### config.mk
export PLATFORM = sky130hd
export DESIGN_NAME = div_ratio_ctrl_flat
export DESIGN_NICKNAME = d
export VERILOG_FILES = /design/src/rtl/div_ratio_ctrl_if.sv /design/src/rtl/div_ratio_ctrl.sv /design/src/flat_wrapper.sv
export SDC_FILE = /design/constraint.sdc
export NUM_CORES = 1
export LEC_CHECK = 0
export ABC_CLOCK_PERIOD_IN_PS = 4900
export BUFFER_PORTS_ARGS = -buffer_cell sky130_fd_sc_hd__buf_2
export CAP_MARGIN = 20
export CORE_ASPECT_RATIO = 2
export CORE_MARGIN = 1
export CORE_UTILIZATION = 62
export DETAILED_ROUTE_END_ITERATION = 12
export MAX_ROUTING_LAYER = met4
export PLACE_DENSITY = 0.84
export SYNTH_ARGS = -nofsm -noshare
export SYNTH_HDL_FRONTEND = slang
export SYNTH_SLANG_ARGS = --single-unit
export TNS_END_PERCENT = 5
### constraint.sdc
create_clock -name clk -period 4.9 [get_ports clk]
set_clock_uncertainty 0.2 [all_clocks]
set_input_delay 0.735 -clock clk [delete_from_list [all_inputs] [get_ports clk]]
set_output_delay 0.735 -clock clk [all_outputs]
set_load 0.01 [all_outputs]
### src/rtl/div_ratio_ctrl_if.sv
// -----------------------------------------------------------------------------
// div_ratio_ctrl_if
// Ratio-request handshake between a requester (master) and div_ratio_ctrl
// (slave). A request is accepted on a cycle where req_valid && req_ready.
//   req_valid  master -> slave   new ratio request valid
//   req_div    master -> slave   requested divide ratio N (WIDTH bits)
//   req_ready  slave  -> master  request can be accepted this cycle
// -----------------------------------------------------------------------------
interface div_ratio_ctrl_if #(
    parameter int unsigned WIDTH = 8
);
    logic             req_valid;
    logic [WIDTH-1:0] req_div;
    logic             req_ready;

    modport master (
        output req_valid,
        output req_div,
        input  req_ready
    );

    modport slave (
        input  req_valid,
        input  req_div,
        output req_ready
    );
endinterface

### src/rtl/div_ratio_ctrl.sv
// -----------------------------------------------------------------------------
// div_ratio_ctrl
// Programmable clock-enable divider with glitch-free ratio changes. A period
// counter runs 0..cur_div-1; clk_en pulses on the last count of each period and
// div_clk is a registered level, high for the first floor(cur_div/2) counts.
// A new ratio requested mid-period is parked and applied at the period
// boundary so the period in progress is never truncated.
//
// Ports:
//   clk      in   single clock, rising edge
//   rst      in   asynchronous active-low reset
//   run      in   1 = divider counting, 0 = parked
//   req_if   slave modport of div_ratio_ctrl_if (req_valid, req_div, req_ready)
//   clk_en   out  one-cycle pulse per divided period
//   div_clk  out  registered divided clock level
//   cur_div  out  ratio currently in force
//   busy     out  ratio change pending
//   err      out  (DIV_ZERO_REJECT_EN only) one-cycle pulse on a zero request
//
// Build option: DIV_ZERO_REJECT_EN -- zero requests are accepted but flagged on
// err and otherwise ignored. When undefined, zero requests are clamped to 1.
//
// state | meaning
// ------+-----------------------------------------------------------------
// IDLE  | parked: cnt=0, no pulses, ratio may be rewritten directly
// RUN   | counting with cur_div; requests taken now or at the wrap
// PEND  | counting; a new ratio waits in pend_q for the period boundary
// -----------------------------------------------------------------------------
module div_ratio_ctrl #(
    parameter int unsigned WIDTH   = 8,
    parameter int unsigned DEF_DIV = 2
) (
    input  logic             clk,
    input  logic             rst,
    input  logic             run,
    div_ratio_ctrl_if.slave  req_if,
    output logic             clk_en,
    output logic             div_clk,
    output logic [WIDTH-1:0] cur_div,
    output logic             busy
`ifdef DIV_ZERO_REJECT_EN
    ,
    output logic             err
`endif
);

    typedef enum logic [1:0] {
        IDLE = 2'd0,
        RUN  = 2'd1,
        PEND = 2'd2
    } state_t;

    localparam logic [WIDTH-1:0] ONE     = WIDTH'(1);
    localparam logic [WIDTH-1:0] DEF_VAL = WIDTH'(DEF_DIV);

    state_t           state_q;
    logic [WIDTH-1:0] cnt_q;
    logic [WIDTH-1:0] cur_div_q;
    logic [WIDTH-1:0] pend_q;
    logic             div_clk_q;
    logic             busy_q;
`ifdef DIV_ZERO_REJECT_EN
    logic             err_q;
`endif

    logic             ready;
    logic             accept;
    logic             req_zero;
    logic             take;
    logic [WIDTH-1:0] req_ratio;
    logic             wrap;
    logic [WIDTH-1:0] cnt_inc;

    // High phase covers counts 0..floor(d/2)-1; d==1 gives an empty high phase.
    function automatic logic hi_phase(input logic [WIDTH-1:0] c,
                                      input logic [WIDTH-1:0] d);
        return c < (d >> 1);
    endfunction

    assign ready    = (state_q != PEND);
    assign accept   = req_if.req_valid && ready;
    assign req_zero = (req_if.req_div == '0);
    assign wrap     = (cnt_q == cur_div_q - ONE);
    assign cnt_inc  = cnt_q + ONE;

`ifdef DIV_ZERO_REJECT_EN
    // A zero request completes the handshake but changes nothing.
    assign take      = accept && !req_zero;
    assign req_ratio = req_if.req_div;
`else
    assign take      = accept;
    assign req_ratio = req_zero ? ONE : req_if.req_div;
`endif

    always_ff @(posedge clk or negedge rst) begin
        if (!rst) begin
            state_q   <= IDLE;
            cnt_q     <= '0;
            cur_div_q <= DEF_VAL;
            pend_q    <= '0;
            div_clk_q <= 1'b0;
            busy_q    <= 1'b0;
        end else begin
            case (state_q)
                IDLE: begin
                    cnt_q <= '0;
                    if (take) begin
                        cur_div_q <= req_ratio;
                    end
                    if (run) begin
                        state_q   <= RUN;
                        div_clk_q <= hi_phase('0, take ? req_ratio : cur_div_q);
                    end else begin
                        div_clk_q <= 1'b0;
                    end
                end

                RUN: begin
                    if (!run) begin
                        state_q   <= IDLE;
                        cnt_q     <= '0;
                        div_clk_q <= 1'b0;
                        if (take) begin
                            cur_div_q <= req_ratio;
                        end
                    end else if (wrap) begin
                        // Boundary: a request here takes effect for the next
                        // period without ever entering PEND.
                        cnt_q     <= '0;
                        cur_div_q <= take ? req_ratio : cur_div_q;
                        div_clk_q <= hi_phase('0, take ? req_ratio : cur_div_q);
                    end else begin
                        cnt_q     <= cnt_inc;
                        div_clk_q <= hi_phase(cnt_inc, cur_div_q);
                        if (take) begin
                            pend_q  <= req_ratio;
                            state_q <= PEND;
                            busy_q  <= 1'b1;
                        end
                    end
                end

                PEND: begin
                    if (!run) begin
                        state_q   <= IDLE;
                        cnt_q     <= '0;
                        cur_div_q <= pend_q;
                        div_clk_q <= 1'b0;
                        busy_q    <= 1'b0;
                    end else if (wrap) begin
                        state_q   <= RUN;
                        cnt_q     <= '0;
                        cur_div_q <= pend_q;
                        div_clk_q <= hi_phase('0, pend_q);
                        busy_q    <= 1'b0;
                    end else begin
                        cnt_q     <= cnt_inc;
                        div_clk_q <= hi_phase(cnt_inc, cur_div_q);
                    end
                end

                default: begin
                    state_q   <= IDLE;
                    cnt_q     <= '0;
                    div_clk_q <= 1'b0;
                    busy_q    <= 1'b0;
                end
            endcase
        end
    end

`ifdef DIV_ZERO_REJECT_EN
    always_ff @(posedge clk or negedge rst) begin
        if (!rst) begin
            err_q <= 1'b0;
        end else begin
            err_q <= accept && req_zero;
        end
    end

    assign err = err_q;
`endif

    // clk_en follows the live run input so a stop on the last count does not
    // emit a pulse for a period that will not be completed.
    assign clk_en           = (state_q != IDLE) && run && wrap;
    assign div_clk          = div_clk_q;
    assign cur_div          = cur_div_q;
    assign busy             = busy_q;
    assign req_if.req_ready = ready;

endmodule

### src/flat_wrapper.sv
// flat-port wrapper written by rule: the top's interface ports become plain ports
module div_ratio_ctrl_flat 
#(
    parameter int unsigned WIDTH   = 8,
    parameter int unsigned DEF_DIV = 2
)
  (clk, rst, run, clk_en, div_clk, cur_div, busy, req_if_req_valid, req_if_req_div, req_if_req_ready);
  div_ratio_ctrl_if #(.WIDTH(WIDTH)) req_if_i ();
  input  logic clk;
  input  logic rst;
  input  logic run;
  output logic clk_en;
  output logic div_clk;
  output logic [WIDTH-1:0] cur_div;
  output logic busy;
  input wire logic [$bits(req_if_i.req_valid)-1:0] req_if_req_valid;
  input wire logic [$bits(req_if_i.req_div)-1:0] req_if_req_div;
  output wire logic [$bits(req_if_i.req_ready)-1:0] req_if_req_ready;
  assign req_if_i.req_valid = req_if_req_valid;
  assign req_if_i.req_div = req_if_req_div;
  assign req_if_req_ready = req_if_i.req_ready;
  div_ratio_ctrl #(.WIDTH(WIDTH), .DEF_DIV(DEF_DIV)) u_core (.clk(clk), .rst(rst), .run(run), .req_if(req_if_i), .clk_en(clk_en), .div_clk(div_clk), .cur_div(cur_div), .busy(busy));
endmodule
# Word level (Yosys, flattened, before mapping)
# Index checks and enable logic that the tools add are counted.
[word_totals] output_inout_bits=12 reg_bits=28 word_cells=66 in_bits=12
[op_classes] n_lt_le_gt_ge=3 bitwise=2 n_reduce_logical=12 eq_ne=12 n_addsub=2 mux=29
[op_table] cell="8-bit two-way mux" n=9
[op_table] cell="8-bit case mux with 3 select lines" n=1
[op_table] cell="1-bit by 7-bit less-than comparator with 1-bit output (first input constant)" n=2
[op_table] cell="2-bit two-way mux" n=6
[op_table] cell="1-bit two-way mux" n=10
[op_table] cell="3-bit by 2-bit inequality test with 1-bit output (second input constant)" n=3
[op_table] cell="8-bit by 1-bit adder with 8-bit output (second input constant)" n=1
[op_table] cell="8-bit equality test" n=1
[op_table] cell="8-bit logical NOT" n=1
[op_table] cell="8-bit by 7-bit less-than comparator with 1-bit output" n=1
[op_table] cell="2-bit inequality test (second input constant)" n=4
[op_table] cell="4-bit AND reduction" n=2
[op_table] cell="8-bit by 1-bit subtractor with 8-bit output (second input constant)" n=1
[op_table] cell="1-bit case mux with 3 select lines" n=2
[op_table] cell="2-bit case mux with 3 select lines" n=1
[op_table] cell="5-bit AND reduction" n=1
[op_table] cell="1-bit logical AND" n=3
[op_table] cell="3-bit inequality test (second input constant)" n=1
[op_table] cell="3-bit AND reduction" n=1
[op_table] cell="3-bit nonzero test" n=1
[op_table] cell="2-bit by 1-bit equality test with 1-bit output (second input constant)" n=1
[op_table] cell="2-bit equality test (second input constant)" n=1
[op_table] cell="2-bit logical NOT" n=1
[op_table] cell="2-bit by 1-bit inequality test with 1-bit output (second input constant)" n=1
[op_table] cell="3 further kinds" n=4

# Depth between registers and ports, before layout
# Gate-level depths: netlist of run 1.
[depth] word_depth=7 ltp_mapped=10 mapped_depth_nobuf=9

# Worst setup path after synthesis of run 1
# OpenSTA, ideal clock, no wires.
[synth_timing] path_type="register to output" startpoint="reg u_core.cur_div_q[2] (netlist: u_core.cur_div[2])" endpoint="out clk_en" t_arrival_ps=2194 path_buffers=2 t_required_ps=3965 stages_incl_launch_ff=8 path_slack_ps=1771 path_cell_list="dfrtp_1 -> buf_2 -> or4_4 -> nor2_2 -> nand4_1 -> a311o_1 -> clkbuf_1 -> nor3_1"
[synth_via] elab_chain_len=3
[synth_rtl] element="start: declaration" line="div_ratio_ctrl.sv:58" text="logic [WIDTH-1:0] cur_div_q;"
[synth_rtl] element="start signal: assignment" line="div_ratio_ctrl.sv:108" text="cur_div_q <= req_ratio;"
[synth_rtl] element="start signal: assignment" line="div_ratio_ctrl.sv:124" text="cur_div_q <= req_ratio;"
[synth_rtl] element="start signal: assignment" line="div_ratio_ctrl.sv:130" text="cur_div_q <= take ? req_ratio : cur_div_q;"
[synth_rtl] element="8-bit by 1-bit subtractor with 8-bit output" line="div_ratio_ctrl.sv:83" text="assign wrap = (cnt_q == cur_div_q - ONE);"
[synth_rtl] element="8-bit equality test" line="div_ratio_ctrl.sv:83"
[synth_rtl] element="1-bit logical AND" line="div_ratio_ctrl.sv:186" text="assign clk_en = (state_q != IDLE) && run && wrap;"
[synth_rtl] element="end: declaration" line="flat_wrapper.sv:12" text="output logic clk_en;"
# No other way between the ends.

# Worst setup path after layout of run 1
[layout_timing] startpoint="reg u_core.cur_div_q[0] (netlist: u_core.cur_div[0])" endpoint="out clk_en"
# The elaborated chain is that of the path after synthesis.

==> impl_results.md, run 1 <==
* Port Buffer Count at 23
* Post-route clock period utilization at 71.81%
* Mapped Cells at 209
* Starting Density at 65.08%
* Critical Path RT at 3960 ps
* Kind of start point of the critical path: register
* Power per Cell Area at 570.3 mW/mm2
* Overall routed net length at 4.725 mm
* Syn-to-layout area delta at 8.651%
* Most frequent cells in the layout: dfrtp_1, buf_2, nor2_1
* Die Wd at 41.54 um
* Worst vdd ir at 0.3449 mV
* Initial DRC Count at 44
* Seq cells post-synth at 28
* Met2 usage at 57.50%
* Root buf cell: clkbuf_8
* Die Area at 0.003367 mm2
* Synth warnings at 0
* Crit Path Max Fanout at 13
* Cts bufs inserted at 3
* Clock latency on the worst-skew pair at 280 ps
* Drt first pass iters at 4
* Pwr Total at 1.201 mW
* Sequential-to-total area share from yosys stat at 36.22%
* Ranking of synthesized cells by area: dfrtp_1, ha_1, mux2_4
* Layer with the highest usage: met2
* Layout cells sized above 1 at 17.98%
* GPL Wtd Cong at 0.9142
* Synth top area share at 34.86%
* Grt met1 use at 31.22%
* Setup TNS at 0 ps
* Most area-hungry cell type in the Yosys netlist: dfrtp_1
* I/O pin cnt at 24
* Vias in the first global route at 1706
* Post-cts resize count at 0
* Final setup viols at 0
* Crit path kind: register to output port
* Library cells used by synthesis at 44
* Pre-CTS WS at 1638 ps
* Final Worst Setup Slack at 1381 ps
* H-tree levels at 1
* Slew Limit Headroom at 58.32%
* Grt met3 use at 2.222%
* Status: complete, no violations
* Hold buffer count at cts at 0
* Worst-path clk slew at 90 ps
* Via density at 6.411
* WP data arrival at 2580 ps
* Endpoints failing hold at 0
* Num Clock Sinks at 28
* Count of nets after finishing at 254
* Syn Nets at 234
* Max-Cap Viols at 0
* Pleak at 1.001 nW
* Worst Hold Class: input port to asynchronous set/reset pin
* Commonest non-fill, non-tap cell in the layout: dfrtp_1
* First-pass GRT wire length at 7.741 mm
* All-layer global routing usage at 31.12%
* Largest net degree at the start of global routing at 29
* WL/cell at 18.31 um
* Tmin final at 3519 ps
* Grt total ovfl at 0
* Die H at 81.07 um
* Area of the mapped netlist at 0.001938 mm2
* RSZ-0062 raised after global routing: no
* # rows at 28
* Max Transition Viols Final at 0
* Initial antenna violation count at 0
* Syn Area/Cell at 9.273 um2
* Post-CTS Setup Repair Bufs at 0
* Vias at 1654
* Worst Setup End Kind: output port
* TritonCTS clock tree: yes
* Clock Path Buffers at 2
* Post-DRT Antenna Nets at 0
* Slew @ Worst Pin at 625.3 ps
* Fmax at 284.2 MHz
* HPWL after DPL at 3.734 mm
* # DRC at 0
* Core area at 0.002978 mm2
* Diodes inserted at 0
## flip-flops by register name, indices dropped and copies added (netlist names)
register	cells
u_core.busy	1
u_core.pend_q	8
u_core.state_q	2
u_core.cur_div	8
u_core.div_clk	1
u_core.cnt_q	8
## final timing paths
check,start,end,slack [ps],depth (start not counted)
worst max-delay path,u_core.cur_div[0],clk_en,1380,8
worst min-delay path,rst,u_core.cur_div[2],260,1
worst max register to register,u_core.cur_div[0],u_core.pend_q[3],1590,9
worst min register to register,u_core.pend_q[0],u_core.pend_q[0],340,1
max in group asynchronous,rst,u_core.state_q[1],3830,1
min in group clk,u_core.pend_q[0],u_core.pend_q[0],340,1
## per-layer routing
layer / vias to the layer above / wire (um)
met4: 0 / 218
li1: 785 / -
met5: - / 0
met3: 17 / 97
met1: 802 / 1812
met2: 50 / 2597
## synth_stat cells, drive strengths merged
cell type,count
and3b,1
a31o,1
nand3,7
nand2,15
nor2b,1
mux2i,1
nor2,20
buf,3
nor4,4
a31oi,1
a21o,1
a211oi,2
xnor2,10
xor2,5
and3,8
o2bb2ai,3
clkbuf,5
o21a,4
a22oi,4
a311o,1
nand4,2
nand2b,4
a21boi,2
and4b,1
a21oi,6
o211ai,2
mux2,8
nor3b,1
nor3,7
or4,1
or2,1
dfrtp,27
a221oi,1
nand4b,2
dfstp,1
and2,1
inv,14
o21ai,12
a41oi,1
o32a,5
ha,13
## cell type report
class	instances	area [um2]
Inverter	14	52.55
Sequential cell	28	701.9
Clock buffer	4	55.05
Fill cell	261	872.1
Multi-Input combinational cell	159	1144
Timing Repair Buffer	23	115.1
Tap cell	30	37.54
## kinds of logic after synthesis
family	count (synthesis)	share of synthesized area (%)
buffers and inverters	22	4.777
AND/OR/NAND/NOR	76	20.27
XOR/XNOR	15	6.778
multiplexers	9	6.714
AO/OA/AOI/OAI	46	16.85
flip-flops	28	36.22
adder cells (fa/ha/maj)	13	8.393
## where the power goes
part / internal [mW] / switching (mW) / total (mW)
registers: 0.319 / 0.126 / 0.444
logic: 0.283 / 0.328 / 0.611
clock network: 0.0721 / 0.0732 / 0.145
total: 0.674 / 0.527 / 1.20
## stage by stage
stage          std cells  hold slack [ps]  util (%)  area, um2
6_report             258            258.2     70.71       2106
5_1_grt              258            305.4     70.71       2106
4_1_cts              258            278.8     70.71       2106
3_5_place_dp         254            307.0     68.87       2051
3_3_place_gp         254            303.1     68.87       2051
2_1_floorplan        209            239.4         -       1938
## critical path, cell delays in order, from the launching register on
cell     delay, ps
dfrtp_1        450
inv_1          110
ha_1           250
nor3b_1        320
xnor2_1        160
nand4_1        100
a311o_1        550
nor3_1         190
buf_2          160
(Power assumes the default switching activity.)
==> run 2, diff against run 1 <==
- ABC_CLOCK_PERIOD_IN_PS: 4900 -> 3470
- CORE_UTILIZATION: 62 -> 58
- PLACE_DENSITY: 0.84 -> 0.8
- clock period: 4.9 -> 3.47 ns (I/O delays scaled with it)
==> impl_results.md, run 2 (same netlist as run 1, synthesis figures left out) <==
* Worst Setup End Kind: output port (unchanged)
* Count of nets after finishing at 255 (was 254)
* Final Worst Setup Slack at 159.1 ps (was 1381 ps)
* Tmin final at 3311 ps
* Pleak at 1.012 nW (was 1.001 nW)
* Area after DPL at 0.002059 mm2 (was 0.002051 mm2)
* Overall routed net length at 4.900 mm (was 4.725 mm)
* Largest net degree at the start of global routing at 29 (unchanged)
* Post-route clock period utilization at 95.42%
* Worst Hold Class: input port to asynchronous set/reset pin (unchanged)
* Post-DRT Antenna Nets at 0 (unchanged)
* Starting Density at 60.70% (was 65.08%)
* Syn-to-layout area delta at 9.942% (was 8.651%)
* CP max stage cell: dfstp_2 (was a311o_1)
* R2R Setup Slk at 380 ps (was 1590 ps)
* Num Clock Sinks at 28 (unchanged)
* GPL Wtd Cong at 0.9177 (was 0.9142)
* Cell family with most CP delay: flip-flops (was simple AND/OR/NAND/NOR gates)
* All-layer global routing usage at 30.73% (was 31.12%)
* Max Transition Viols Final at 0 (unchanged)
* Grt total ovfl at 0 (unchanged)
* Die H at 83.75 um (was 81.07 um)
* WP data arrival at 2590 ps (was 2580 ps)
* Port Buffer Count at 23 (unchanged)
* Initial DRC Count at 30 (was 44)
* Slew @ Worst Pin at 609.5 ps (was 625.3 ps)
* I/O pin cnt at 24 (unchanged)
* Post-cts resize count at 0 (unchanged)
* H-tree levels at 1 (unchanged)
* Setup TNS at 0 ps (unchanged)
* Commonest non-fill, non-tap cell in the layout: dfrtp_1 (unchanged)
* Worst r2r path cells at 9 (unchanged)
* Die Wd at 42.88 um (was 41.54 um)
* Worst-path clk slew at 100 ps (was 90 ps)
* Critical Path RT at 2750 ps (was 3960 ps)
* First-pass GRT wire length at 8.217 mm (was 7.741 mm)
* Pwr Total at 1.750 mW (was 1.201 mW)
* Drt first pass iters at 4 (unchanged)
* Footprint of the multi-input gates at 0.001144 mm2 (unchanged)
* Clock Path Buffers at 2 (unchanged)
* CP peak stage delay at 590 ps (was 550 ps)
* Post-route design area at 0.002131 mm2 (was 0.002106 mm2)
* Diodes inserted at 0 (unchanged)
* Post-CTS Setup Repair Bufs at 0 (unchanged)
* Initial antenna violation count at 0 (unchanged)
* Cts bufs inserted at 3 (unchanged)
* Power per Cell Area at 821.3 mW/mm2 (was 570.3 mW/mm2)
* Clock latency on the worst-skew pair at 280 ps (about the same)
* Final non-filler cell total at 260 (was 258)
* # fillers at 269 (was 261)
* Max-Cap Viols at 0 (unchanged)
* Worst vdd ir at 0.4654 mV (was 0.3449 mV)
* TritonCTS clock tree: yes (unchanged)
* Hold buffer count at cts at 0 (unchanged)
* Vias in the first global route at 1722 (was 1706)
* Fmax at 302.0 MHz
* Crit path kind: register to output port (unchanged)
* Die Area at 0.003591 mm2 (was 0.003367 mm2)
* Kind of start point of the critical path: register (unchanged)
* Core area at 0.003193 mm2 (was 0.002978 mm2)
* Vias at 1661 (was 1654)
* Layout cells sized above 1 at 18.34% (was 17.98%)
* Slew Limit Headroom at 59.37% (was 58.32%)
* Most frequent cells in the layout: dfrtp_1, buf_2, nor2_1 (unchanged)
* Endpoints failing hold at 0 (unchanged)
* Root buf cell: clkbuf_8 (unchanged)
* Crit Path Max Fanout at 12 (was 13)
* CP startpoint: u_core.cur_div[1] (was u_core.cur_div[0])
* End of the worst register-to-register path: u_core.pend_q[7] (was u_core.pend_q[3])
* Via density at 6.388 (was 6.411)
* Final setup viols at 0 (unchanged)
* WL/cell at 18.85 um (was 18.31 um)
* Inst Count DP at 256 (was 254)
* RSZ-0062 raised after global routing: no (unchanged)
* Pre-CTS WS at 452.2 ps (was 1638 ps)
* Critical path cell sequence: inv_1, ha_1, xnor2_1, nor2_1, nand4b_1, a311o_1, buf_4, nor3_1, buf_2 (was inv_1, ha_1, nor3b_1, xnor2_1, nand4_1, a311o_1, nor3_1, buf_2)
* FF-to-FF Start: u_core.cur_div[1] (was u_core.cur_div[0])
* HPWL after DPL at 3.854 mm (was 3.734 mm)
* # DRC at 0 (unchanged)
* Reg area at 701.9 um2 (unchanged)
* Critical path buffers and inverters at 3 (was 2)
* # rows at 29 (was 28)
* Status: complete, no violations (unchanged)
==> run 2: area by class of cell <==
class	instances	area share, %
multi-input combinational	159	53.67
sequential	28	32.94
timing repair buffer	24	5.755
inverter	14	2.466
clock buffer	3	1.938
tap	31	1.820
clock inverter	1	1.409
==> run 2: how the worst max path moves through the flow <==
stage                         to  depth (start not counted)
2_1_floorplan             clk_en                          7
3_3_place_gp   u_core.cur_div[6]                         10
3_5_place_dp    u_core.pend_q[7]                          9
4_1_cts                   clk_en                          9
5_1_grt                   clk_en                          9
6_report                  clk_en                          9
==> run 2: power breakdown <==
group / switching, mW / internal, mW
Sequential: 0.181 / 0.450
Clock: 0.104 / 0.154
Combinational: 0.464 / 0.397
==> run 2: through the flow <==
step / hold WS (ps) / util (%)
after global placement: 300.2 / 64.50
after CTS: 60.48 / 66.73
after detailed placement: 307.4 / 64.50
after floorplan: 24.91 / -
final: 38.07 / 66.73
after global routing: 103.4 / 66.73
==> run 2: layer usage <==
layer	part of all wire (%)	global-route usage (%)	vias up
met5	0	-	-
met4	2.7	11.65	0
met3	2.2	1.732	10
met2	58	55.23	41
met1	37	34.05	821
li1	-	-	789
==> run 3, diff against run 2 <==
- ABC_AREA: unset -> 1
- CORE_UTILIZATION: 58 -> 59
==> impl_results.md, run 3 <==
* Post-Synth XOR/XNOR Area at 3.697% (was 6.779%)
* Status: complete, no violations (unchanged)
* Clock Path Buffers at 2 (unchanged)
* Overall routed net length at 4.678 mm (was 4.900 mm)
* Die H at 87.01 um (was 83.75 um)
* Post-DRT Antenna Nets at 0 (unchanged)
* Seq cells post-synth at 28 (unchanged)
* Pleak at 1.251 nW (was 1.012 nW)
* Ranking of synthesized cells by area: dfrtp_1, nand2_1, ha_1 (was dfrtp_1, ha_1, mux2_4)
* Post-synthesis compound-gate area fraction at 12.44% (was 16.85%)
* Most frequent cells in the layout: nand2_1, inv_1, dfrtp_1 (was dfrtp_1, buf_2, nor2_1)
* TritonCTS clock tree: yes (unchanged)
* Worst Setup End Kind: output port (unchanged)
* Slew @ Worst Pin at 649.1 ps (was 609.5 ps)
* Sequential share of power at 30.7% (was 36.0%)
* Die Area at 0.003872 mm2 (was 0.003591 mm2)
* Multiplexer share of the synthesized area at 0% (was 6.714%)
* Fmax at 350.9 MHz (was 302.0 MHz)
* Net Sw Frac at 49.80% (was 42.78%)
* Count of nets after finishing at 346 (was 255)
* Num Clock Sinks at 28 (unchanged)
* Synth Area in Simple Gates at 32.22% (was 20.27%)
* HPWL after DPL at 3.839 mm (was 3.854 mm)
* Via density at 5.209 (was 6.388)
* Worst-path clk slew at 90 ps (was 100 ps)
* WL/cell at 12.71 um (was 18.85 um)
* Syn Area/Cell at 7.179 um2 (was 9.273 um2)
* Root buf cell: clkbuf_8 (unchanged)
* RSZ-0062 raised after global routing: no (unchanged)
* Crit Path Max Fanout at 7 (was 12)
* Most frequent cell after synthesis: nand2_1 (was dfrtp_1)
* Initial antenna violation count at 0 (unchanged)
* # fillers at 314 (was 269)
* WP data arrival at 2130 ps (was 2590 ps)
* Post-synth EDFFs at 0 (unchanged)
* GPL Wtd Cong at 0.9442 (was 0.9177)
* Final setup viols at 0 (unchanged)
* P_sw at 950.7 uW (was 748.7 uW)
* Comb pwr share at 58.5% (was 49.2%)
* Port Buffer Count at 23 (unchanged)
* Syn Nets at 322 (was 234)
* Power per Cell Area at 826.5 mW/mm2 (was 821.3 mW/mm2)
* Post-CTS Setup Repair Bufs at 0 (unchanged)
* Vias in the first global route at 1914 (was 1722)
* Worst Hold Class: input port to asynchronous set/reset pin (unchanged)
* Endpoints failing hold at 0 (unchanged)
* Synth warnings at 0 (unchanged)
* Most area-hungry cell type in the Yosys netlist: dfrtp_1 (unchanged)
* Area of the mapped netlist at 0.002132 mm2 (was 0.001938 mm2)
* Grt total ovfl at 0 (unchanged)
* Synth top area share at 31.69% (was 34.86%)
* Sequential-to-total area share from yosys stat at 32.92% (was 36.22%)
* Diodes inserted at 0 (unchanged)
* Clock share of power at 10.8% (was 14.8%)
* Cts bufs inserted at 3 (unchanged)
* H-tree levels at 1 (unchanged)
* Worst vdd ir at 0.4285 mV (was 0.4654 mV)
* Primary FF master, synth: dfrtp_1 (unchanged)
* Critical Path RT at 2750 ps (about the same)
* Pint at 958.4 uW (was 1.001 mW)
* All-layer global routing usage at 29.25% (was 30.73%)
* Layout cells sized above 1 at 20.31% (was 18.34%)
* Max Transition Viols Final at 0 (unchanged)
* Max-Cap Viols at 0 (unchanged)
* I/O pin cnt at 24 (unchanged)
* Post-synthesis adder-cell area fraction at 7.629% (was 8.393%)
* Drt first pass iters at 4 (unchanged)
* Post-route clock period utilization at 82.13% (was 95.42%)
* Post-cts resize count at 0 (unchanged)
* First-pass GRT wire length at 8.197 mm (was 8.217 mm)
* Core area at 0.003416 mm2 (was 0.003193 mm2)
* Most common library cells after synthesis: nand2_1, inv_1, dfrtp_1, nor2_1, o21ai_0 (was dfrtp_1, nor2_1, nand2_1, inv_1, ha_1)
* Mapped Cells at 297 (was 209)
* Library cells used by synthesis at 33 (was 44)
* Commonest non-fill, non-tap cell in the layout: nand2_1 (was dfrtp_1)
* Tmin final at 2850 ps (was 3311 ps)
* # DRC at 0 (unchanged)
* Syn-to-layout area delta at 8.334% (was 9.942%)
* # rows at 30 (was 29)
* Async SR Flop Fraction at 100.0% (unchanged)
* Initial DRC Count at 38 (was 30)
* Kind of start point of the critical path: register (unchanged)
* Die Wd at 44.51 um (was 42.88 um)
* Hold buffer count at cts at 0 (unchanged)
* Starting Density at 62.42% (was 60.70%)
* Clock latency on the worst-skew pair at 280 ps (about the same)
* Core Util, Final at 67.62% (was 66.73%)
* Largest family of logic cells by synthesized area: simple AND/OR/NAND/NOR gates (unchanged)
* Largest net degree at the start of global routing at 29 (unchanged)
* Setup TNS at 0 ps (unchanged)
* Crit path kind: register to output port (unchanged)
* Vias at 1917 (was 1661)
* Slew Limit Headroom at 56.73% (was 59.37%)
==> run 3: critical path, stage by stage (launching register included) <==
cell     delay (ps)
dfstp_2         580
inv_1            70
ha_1            210
inv_1            60
nand2_1          60
nand3_1          90
nand2_1          50
inv_1            40
nand3_1          70
nor2_2          210
nand2_4         120
nor3_1          130
buf_2           150
==> run 3: layer usage <==
metal / routed length (um) / global-route usage [%]
met1: 1773 / 30.04
met2: 2527 / 51.34
met3: 102 / 2.490
met4: 274 / 17.63
met5: 0 / -
==> run 3: final timing paths <==
kind                                         end  depth (start not counted)  slack, ps              start
worst max-delay path                      clk_en                         12        620  u_core.cur_div[1]
worst min-delay path            u_core.pend_q[1]                          1         60                rst
worst max register to register    u_core.div_clk                         13        770  u_core.state_q[0]
worst min register to register  u_core.pend_q[4]                          2        320   u_core.pend_q[4]
max in group asynchronous        u_core.cnt_q[3]                          1       2590                rst
min in group clk                u_core.pend_q[4]                          3        290  req_if_req_div[4]
==> run 3: layout make-up <==
cell class / count / area [um2] / share of cell area [%]
Timing Repair Buffer: 24 / 122.6 / 5.309
Multi-Input combinational cell: 219 / 1194 / 51.68
Sequential cell: 28 / 701.9 / 30.39
Clock buffer: 4 / 55.05 / 2.384
Inverter: 45 / 176.4 / 7.638
Tap cell: 48 / 60.06 / 2.600
==> run 3: per-stage QoR <==
stage	worst slack (ps)	power [mW]	hold slack, ps	instances	instance area (um2)
2_1_floorplan	1040	1.469	24.91	297	2132
3_3_place_gp	764.6	1.690	285.4	364	2255
3_5_place_dp	754.2	1.711	295.9	364	2255
4_1_cts	616.4	1.921	74.17	368	2310
5_1_grt	465.9	2.102	98.75	368	2310
6_report	620.2	1.909	55.65	368	2310
==> run 3: kinds of logic (layout without fill, tap and decap cells) <==
group / count (synthesis) / count (layout)
AND/OR/NAND/NOR: 154 / 154
AO/OA/AOI/OAI: 43 / 43
flip-flops: 28 / 28
XOR/XNOR: 9 / 9
buffers and inverters: 50 / 73
adder cells (fa/ha/maj): 13 / 13
==> run 3: power by group through the flow <==
stage	combinational (mW)	clock, mW	sequential, mW
6_report	1.12	0.206	0.586
5_1_grt	1.28	0.221	0.604
4_1_cts	1.12	0.210	0.586
3_5_place_dp	1.12	0	0.593
3_3_place_gp	1.10	0	0.587
2_1_floorplan	0.879	0	0.590
